## src/rtl/sprite_overlay_mc.sv

```systemverilog
`default_nettype none
// ============================================================================
// Module      : sprite_overlay_mc
// Description : Two-stage multi-sprite overlay with fixed priority, double-
//               buffered sprite positions and sticky collision flags.
// Revision    : 1.0 - initial release
// ============================================================================
module sprite_overlay_mc #(
    parameter int                  NUM_SPRITES = 4,
    parameter int                  COLOUR_W    = 3,
    parameter int                  X_W         = 8,
    parameter int                  Y_W         = 7,
    parameter int                  SPR_W       = 7,
    parameter int                  SPR_H       = 10,
    parameter logic [COLOUR_W-1:0] SKY_COLOUR  = 3'b011
) (
    input  logic                            clock,
    input  logic                            reset,
    input  logic                            frame_start,
    input  logic                            pix_valid,
    input  logic [X_W-1:0]                  x,
    input  logic [Y_W-1:0]                  y,
    input  logic [COLOUR_W-1:0]             in_colour,
    input  logic [NUM_SPRITES*X_W-1:0]      spr_x,
    input  logic [NUM_SPRITES*Y_W-1:0]      spr_y,
    input  logic [NUM_SPRITES*COLOUR_W-1:0] spr_colour,
    input  logic [NUM_SPRITES-1:0]          spr_en,
    output logic                            out_valid,
    output logic [X_W-1:0]                  out_x,
    output logic [Y_W-1:0]                  out_y,
    output logic [COLOUR_W-1:0]             out_colour,
    output logic [NUM_SPRITES-1:0]          hit_bg,
    output logic                            hit_spr,
    output logic                            hit_now
);

    // One bit wider than the coordinate so sprites near the edge clip instead of wrapping.
    localparam logic [X_W:0] c_x_span = (X_W+1)'(SPR_W - 1);
    localparam logic [Y_W:0] c_y_span = (Y_W+1)'(SPR_H - 1);

    logic [X_W-1:0]         r_ax   [NUM_SPRITES];
    logic [Y_W-1:0]         r_ay   [NUM_SPRITES];
    logic [COLOUR_W-1:0]    r_acol [NUM_SPRITES];
    logic [NUM_SPRITES-1:0] r_aen;

    logic                   r_s1_valid;
    logic [X_W-1:0]         r_s1_x;
    logic [Y_W-1:0]         r_s1_y;
    logic [COLOUR_W-1:0]    r_s1_col;
    logic [NUM_SPRITES-1:0] r_s1_inside;

    logic [NUM_SPRITES-1:0] w_inside;
    logic [COLOUR_W-1:0]    w_colour;
    logic                   w_seen;
    logic                   w_multi;
    logic                   w_nonsky;

    always_ff @(posedge clock) begin
        if (reset) begin
            r_aen <= '0;
            for (int i = 0; i < NUM_SPRITES; i++) begin
                r_ax[i]   <= '0;
                r_ay[i]   <= '0;
                r_acol[i] <= '0;
            end
        end else if (frame_start) begin
            r_aen <= spr_en;
            for (int i = 0; i < NUM_SPRITES; i++) begin
                r_ax[i]   <= spr_x[i*X_W +: X_W];
                r_ay[i]   <= spr_y[i*Y_W +: Y_W];
                r_acol[i] <= spr_colour[i*COLOUR_W +: COLOUR_W];
            end
        end
    end

    generate
        for (genvar gi = 0; gi < NUM_SPRITES; gi++) begin : g_inside
            assign w_inside[gi] = r_aen[gi]
                & ({1'b0, x} >= {1'b0, r_ax[gi]}) & ({1'b0, x} <= ({1'b0, r_ax[gi]} + c_x_span))
                & ({1'b0, y} >= {1'b0, r_ay[gi]}) & ({1'b0, y} <= ({1'b0, r_ay[gi]} + c_y_span));
        end
    endgenerate

    always_ff @(posedge clock) begin
        if (reset) begin
            r_s1_valid  <= 1'b0;
            r_s1_x      <= '0;
            r_s1_y      <= '0;
            r_s1_col    <= '0;
            r_s1_inside <= '0;
        end else begin
            r_s1_valid  <= pix_valid;
            r_s1_x      <= x;
            r_s1_y      <= y;
            r_s1_col    <= in_colour;
            r_s1_inside <= w_inside;
        end
    end

    // Walk from the highest index down so the lowest covering sprite wins.
    always_comb begin
        w_colour = r_s1_col;
        w_seen   = 1'b0;
        w_multi  = 1'b0;
        for (int i = NUM_SPRITES - 1; i >= 0; i--) begin
            if (r_s1_inside[i]) w_colour = r_acol[i];
        end
        for (int i = 0; i < NUM_SPRITES; i++) begin
            if (r_s1_inside[i]) begin
                if (w_seen) w_multi = 1'b1;
                w_seen = 1'b1;
            end
        end
    end

    assign w_nonsky = (r_s1_col != SKY_COLOUR);

    always_ff @(posedge clock) begin
        if (reset) begin
            out_valid  <= 1'b0;
            out_x      <= '0;
            out_y      <= '0;
            out_colour <= SKY_COLOUR;
            hit_now    <= 1'b0;
            hit_bg     <= '0;
            hit_spr    <= 1'b0;
        end else begin
            out_valid  <= r_s1_valid;
            out_x      <= r_s1_x;
            out_y      <= r_s1_y;
            out_colour <= w_colour;
            hit_now    <= r_s1_valid & (|r_s1_inside) & w_nonsky;
            // Clearing takes precedence over any hit arriving on the same edge.
            if (frame_start) begin
                hit_bg  <= '0;
                hit_spr <= 1'b0;
            end else if (r_s1_valid) begin
                hit_bg  <= hit_bg | (r_s1_inside & {NUM_SPRITES{w_nonsky}});
                hit_spr <= hit_spr | w_multi;
            end
        end
    end

endmodule
`default_nettype wire

```

## config.mk

```make
export PLATFORM = sky130hd
export DESIGN_NAME = sprite_overlay_mc
export DESIGN_NICKNAME = d
export VERILOG_FILES = /design/src/rtl/sprite_overlay_mc.sv
export SDC_FILE = /design/constraint.sdc
export NUM_CORES = 1
export LEC_CHECK = 0
export BUFFER_PORTS_ARGS = -buffer_cell sky130_fd_sc_hd__buf_2
export CAP_MARGIN = 20
export CORE_MARGIN = 4
export CORE_UTILIZATION = 40
export CTS_BUF_LIST = sky130_fd_sc_hd__clkbuf_8
export DETAILED_ROUTE_END_ITERATION = 6
export HOLD_SLACK_MARGIN = 0.15
export RECOVER_POWER = 50
export SYNTH_ARGS = -nofsm -noshare
export SYNTH_HDL_FRONTEND = slang
export SYNTH_SLANG_ARGS = --single-unit
```

## constraint.sdc

```tcl
create_clock -name clock -period 3.8 [get_ports clock]
set_input_delay 0.19 -clock clock [delete_from_list [all_inputs] [get_ports clock]]
set_output_delay 0.19 -clock clock [all_outputs]
set_load 0.02 [all_outputs]
```

==> results.yml, run 1 <==
place:
  post-dp-hpwl_um: 12590
  place_ws_ns: 1.167
  port_buffers: 122
  place_congestion: 0.8524
power:
  peakVddDrop_mv: 0.2075
  power.density_nw_per_um2: 361.4
  power.leakage_nw: 4.360
die:
  num_rows: 50
  die-area_um2: 21360
  io_pins: 123
  die_x_um: 146.2
  coreArea_um2: 18770
  start_util_pct: 40.69
  fp.dieH_um: 146.2
logic_synthesis:
  synth_cell_type_count: 55
  syn-mean-instance-area_um2: 10.61
  yosys.area.top_type: "edfxtp_1"
  synthFlopType: "edfxtp_1"
  synth_edf_count: 72
  ys_top_cells_by_area: "edfxtp_1 28%, ha_1 20%, dfxtp_1 14%"
  async_flop_share_pct: 0
  yosysSeqAreaShare_pct: 41.95
  syn_area_um2: 7636
  synthCells: 720
  ys_ff_latch: 124
  synth_top_area_share_pct: 28.31
  syn_nets: 942
  yosysWarningCount: 0
cells_and_area:
  drive_gt1_share_pct: 16.27
  fill_cells: 1699
  syn2layout_area_growth_pct: 29.79
  antenna_cells: 0
  nNetsFinal: 1168
outcome:
  status: "complete, but fails checks"
  failed_checks: "max-capacitance violations, max-slew violations"
sta:
  layout_min_cycle_time_ns: 2.725
  finalCritPeriodShare_pct: 71.72
  clock_skew_ns: 0.01135
  relSlewSlack_pct: -49.84
  rsz0062_at_grt: "no"
  maxSlewViolCount: 79
  setup-violations-final: 0
  tns_ns: 0
  clock.fmax_mhz: 366.9
  timing.final.ws_setup_ns: 1.075
  hold_viol_final: 0
  tightestPinTransition_ns: 2.243
critical_path:
  path_cells: "clkbuf_1 -> nor2b_1 -> buf_4 -> and2_1"
  cp_slowest_cell: "nor2b_1"
  cp.arrival_ns: 3.02
  path_delay_family: "simple AND/OR/NAND/NOR gates"
  cp-start-kind: "primary input"
  crit_buf_inv: 2
  critPathRequiredTime_ns: 4.10
  worst_setup_path_end_kind: "flop"
  cp_max_fo: 40
  max_stage_delay_ns: 1.74
  critPathKind: "in2reg"
clocking:
  clock_sinks: 124
  htree_levels: 4
  root_buffer: "clkbuf_8"
  clock_path_buffers: 2
  clkSlewWorstSetupHoldPaths_ns: 0.07
  cts_tree: "done"
  cts_buffers: 17
  insertion_delay_ns: 0.45
detailed_routing:
  vias: 5816
  first_iter_violations: 264
  ant_nets: 0
  via_per_inst: 4.875
  drtPass1Iterations: 5
  drc: 0
  wirelength_um: 17700
  wl_per_cell_um: 14.83
grt:
  grt_pass1_wl_um: 29550
  grt_max_degree: 45
  grt_usage_pct: 17.21
  antenna_found_initial: 0
  gr-total-overflow: 0
  grt_pass1_vias: 6044
run:
  cap_violations: 2
worst_hold_path:
  min_path_type: "in2reg"
==> repair_timing <==
| action | in CTS | in global routing |
|---|---|---|
| setup buffers | 0 | 0 |
| hold buffers | 99 | 0 |
| resized for setup | 0 | 0 |
| endpoints found under the hold margin | 94 | 0 |
==> placed cells by master, fill, tap and decap left out, types with 4 or more instances in the layout <==
cell | netlist | layout
a211oi_1 | 7 | 7
a21o_1 | 21 | 21
a21oi_1 | 30 | 30
and2_0 | 0 | 30
and2_1 | 72 | 42
and3_1 | 4 | 4
buf_2 | 1 | 118
bufinv_16 | 0 | 4
clkbuf_1 | 17 | 6
clkbuf_8 | 0 | 17
dfxtp_1 | 52 | 52
dlygate4sd3_1 | 0 | 99
edfxtp_1 | 72 | 72
ha_1 | 124 | 124
inv_1 | 65 | 67
mux2i_1 | 10 | 10
nand2_1 | 14 | 14
nand2b_1 | 7 | 7
nand3_1 | 15 | 15
nand4_1 | 6 | 6
nor2_1 | 23 | 23
nor2b_1 | 43 | 43
nor3_1 | 11 | 11
o2111ai_1 | 8 | 8
o211ai_1 | 5 | 5
o21a_1 | 5 | 5
o21ai_0 | 13 | 13
o21ai_1 | 4 | 4
o31ai_1 | 7 | 7
xnor2_1 | 36 | 36
xor2_1 | 4 | 4
==> worst paths after layout <==
kind,from,end,slack [ns],depth (start not counted)
worst max-delay path,frame_start,r_ax[3][2],1.07,4
worst min-delay path,y[0],r_s1_y[0],0.21,3
worst max register to register,r_ax[2][1],r_s1_inside[2],1.17,11
worst min register to register,r_s1_x[6],out_x[6],0.43,1
==> per-layer routing <==
metal | GRT usage (%) | wire [um] | up-vias
met5 | 0 | 0 | -
met4 | 5.786 | 328 | 0
met3 | 3.786 | 622 | 31
met2 | 28.36 | 8151 | 130
met1 | 22.48 | 8593 | 2637
li1 | - | - | 3018
==> cell usage after synthesis (5+ instances only) <==
cell type,count
ha_1,124
and2_1,72
edfxtp_1,72
inv_1,65
dfxtp_1,52
nor2b_1,43
xnor2_1,36
a21oi_1,30
nor2_1,23
a21o_1,21
clkbuf_1,17
nand3_1,15
nand2_1,14
o21ai_0,13
nor3_1,11
mux2i_1,10
o2111ai_1,8
a211oi_1,7
nand2b_1,7
o31ai_1,7
nand4_1,6
o211ai_1,5
o21a_1,5
==> worst min-delay path, cell delays in order <==
cell and delay, ns:
buf_2 0.08, inv_1 0.17, nor2_1 0.16
==> registers in the layout, summed over array words and instances, names as in the netlist, 4 cells and up <==
register	cells
hit_bg	4
out_x	8
out_y	7
r_acol	12
r_aen	4
r_ax	32
r_ay	28
r_s1_inside	4
r_s1_x	8
r_s1_y	7
==> cell type report <==
cell class / count / area (um^2) / area share, %
clock buffer: 17 / 234.0 / 2.361
inverter: 66 / 247.7 / 2.500
tap: 234 / 292.8 / 2.954
sequential: 124 / 3203 / 32.32
clock inverter: 15 / 195.2 / 1.969
multi-input combinational: 512 / 4119 / 41.56
timing repair buffer: 225 / 1619 / 16.34
==> kinds of logic after synthesis <==
logic type | after synthesis | share of synthesized area, %
AOI/OAI and AO/OA | 126 | 11.45
xor gates and xnor gates | 40 | 4.588
adders and majority gates | 125 | 20.45
buffers and inverters | 84 | 4.145
DFF | 124 | 41.95
muxes | 13 | 1.753
and+or+nand+nor | 208 | 15.66
==> per-stage QoR <==
stage	hold slack [ns]	utilization, %	power, W	std cells	instance area, um^2
2_1_floorplan	0.3182	-	0.002043	720	7636
3_3_place_gp	0.4109	45.35	0.002247	1062	8511
3_5_place_dp	0.4094	45.35	0.002258	1062	8511
4_1_cts	0.1909	52.91	0.003622	1193	9931
5_1_grt	0.2177	52.81	0.003803	1193	9911
6_report	0.2096	52.81	0.003582	1193	9911
==> report_power, final <==
part           internal, W  switching [W]
Combinational     0.000370       0.000370
Sequential         0.00151      0.0000514
Clock             0.000717       0.000561
Total              0.00260       0.000982
Note: power is estimated with default switching activity, not from simulation.
==> run 2: changes to the inputs <==
- clock period: 3.8 -> 2.2 ns (I/O delays scaled with it)
==> run 2 against run 1 <==
The run ends with max-capacitance violations, max-slew violations, negative setup slack left. Worst setup slack worse by 1.1 ns. Wire length up 5.5%. Count of clock-buffer cells in the layout grew 4. Critical endpoint is now r_s1_inside[2]. Largest power group unchanged. Clock power rose by 48%. Clock skew shrank 0.0037 ns. Largest cell class unchanged. Global-route usage rose by 0.41 points.
==> results.yml, run 2 (synthesis gave the netlist of run 1 again) <==
outcome:
  status: "complete, but fails checks"
  failed_checks: "max-capacitance violations, max-slew violations, negative setup slack"
critical_path:
  critPathKind: "reg2reg"
  cp_slowest_cell: "or4b_1"
  cp_max_fo: 2
  cp-start-kind: "flop"
  path_cells: "inv_2 -> ha_4 -> nor3_4 -> nand3_2 -> xnor2_1 -> ha_1 -> nand3_1 -> or4b_1 -> o31ai_1 -> nor2b_1 -> nor4_1"
  crit_buf_inv: 1
  cp.arrival_ns: 2.58
  path_delay_family: "simple AND/OR/NAND/NOR gates"
  max_stage_delay_ns: 0.50
  critPathRequiredTime_ns: 2.55
  worst_setup_path_end_kind: "flop"
detailed_routing:
  ant_nets: 0
  drc: 0
  wirelength_um: 18670
  drtPass1Iterations: 6
  wl_per_cell_um: 14.90
  first_iter_violations: 209
  vias: 6001
  via_per_inst: 4.789
grt:
  gr-total-overflow: 0
  grt_usage_pct: 17.62
  grt_pass1_wl_um: 29990
  grt_max_degree: 45
  antenna_found_initial: 0
  grt_pass1_vias: 6213
clocking:
  cts_tree: "done"
  cts_buffers: 17
  insertion_delay_ns: 0.44
  clock_sinks: 124
  clock_path_buffers: 2
  htree_levels: 4
  root_buffer: "clkbuf_8"
  clkSlewWorstSetupHoldPaths_ns: 0.07
sta:
  hold_viol_final: 0
  clock_skew_ns: 0.007639
  finalCritPeriodShare_pct: 101.5
  layout_min_cycle_time_ns: 2.233
  setup-violations-final: 2
  tns_ns: -0.04324
  timing.final.ws_setup_ns: -0.03276
  relSlewSlack_pct: -3.985
  clock.fmax_mhz: 447.9
  maxSlewViolCount: 39
  rsz0062_at_grt: "yes"
  tightestPinTransition_ns: 1.560
cells_and_area:
  largest_register: "r_ax"
  drive_gt1_share_pct: 23.95
  largest_register_ffs: 32
  final_common_cell: "buf_2"
  largestRegisters: "r_ax: 32 flops, r_ay: 28 flops, r_acol: 12 flops"
  final_cell_mix: "121 x buf_2, 117 x ha_1, 102 x dlygate4sd3_1"
  nNetsFinal: 1228
  antenna_cells: 0
  syn2layout_area_growth_pct: 37.59
die:
  num_rows: 50
  die-area_um2: 21360
  start_util_pct: 40.69
  coreArea_um2: 18770
  io_pins: 123
  die_x_um: 146.2
  fp.dieH_um: 146.2
power:
  peakVddDrop_mv: 0.3478
  power.density_nw_per_um2: 578.4
  power.leakage_nw: 4.691
place:
  post-dp-hpwl_um: 13020
  place_ws_ns: -0.1757
  port_buffers: 122
  place_congestion: 0.8148
run:
  cap_violations: 1
worst_hold_path:
  min_path_type: "in2reg"
-- run 2: changes by cell type in the layout (fill, tap and decap cells not counted), moves of 4 or more --
cell,change
buf_4,+53
and2_0,-15
and2_1,+15
ha_1,-7
a21oi_1,-4
a21oi_2,+4
clkbuf_8,+4
ha_2,+4
nor3_1,-4
-- run 2: per-layer routing --
layer	GRT usage [%]	wire length (um)	vias up
met1	21.91	8576	2703
met2	30.17	9024	127
li1	-	-	3138
met5	0	0	-
met4	6.867	473	0
met3	3.476	598	33
-- run 2: layout make-up --
cell class              count  area [um^2]
well taps                 234        292.8
repair buffers            285         2083
clock buffers              21        289.0
flip-flops and latches    124         3203
inverters                  66        247.7
fillers                  1663         8262
clock inverters            11        77.57
multi-input cells         512         4313
-- run 2: report_power, final --
group	switching, W	internal (W)
Sequential	0.0000815	0.00261
Clock	0.000904	0.000990
Combinational	0.000718	0.000771
Total	0.00170	0.00437
-- run 2: worst reg2reg max path, cell delays in order (launching register included) --
cell      delay, ns
edfxtp_1       0.36
inv_2          0.06
ha_4           0.17
nor3_4         0.14
nand3_2        0.10
xnor2_1        0.13
ha_1           0.30
nand3_1        0.09
or4b_1         0.50
o31ai_1        0.08
nor2b_1        0.07
nor4_1         0.15
-- run 2: final timing paths --
| kind | start | endpoint | slack (ns) | depth (start not counted) |
|---|---|---|---|---|
| max | r_ax[2][2] | r_s1_inside[2] | -0.03 | 11 |
| max reg2reg | r_ax[2][2] | r_s1_inside[2] | -0.03 | 11 |
| min reg2reg | r_s1_y[2] | out_y[2] | 0.43 | 1 |
| min | x[0] | r_s1_x[0] | 0.20 | 4 |
-- run 2: metrics by stage --
stage / power [W] / instances / utilization (%) / cell area (um^2) / hold WS [ns]
final: 0.006077 / 1253 / 55.98 / 10510 / 0.1966
after detailed placement: 0.004007 / 1109 / 47.36 / 8889 / 0.3385
after global routing: 0.006451 / 1253 / 55.98 / 10510 / 0.1921
after floorplan: 0.003529 / 720 / - / 7650 / 0.2382
after global placement: 0.003984 / 1109 / 47.36 / 8889 / 0.3389
after CTS: 0.006086 / 1249 / 55.47 / 10410 / 0.1729
-- run 2: timing repair --
item	4_1_cts	5_1_grt
gates resized for setup	20	19
pin swaps	21	21
setup endpoints to repair	4	4
buffers inserted	6	4
hold buffers	102	0
endpoints found under the hold margin	94	0
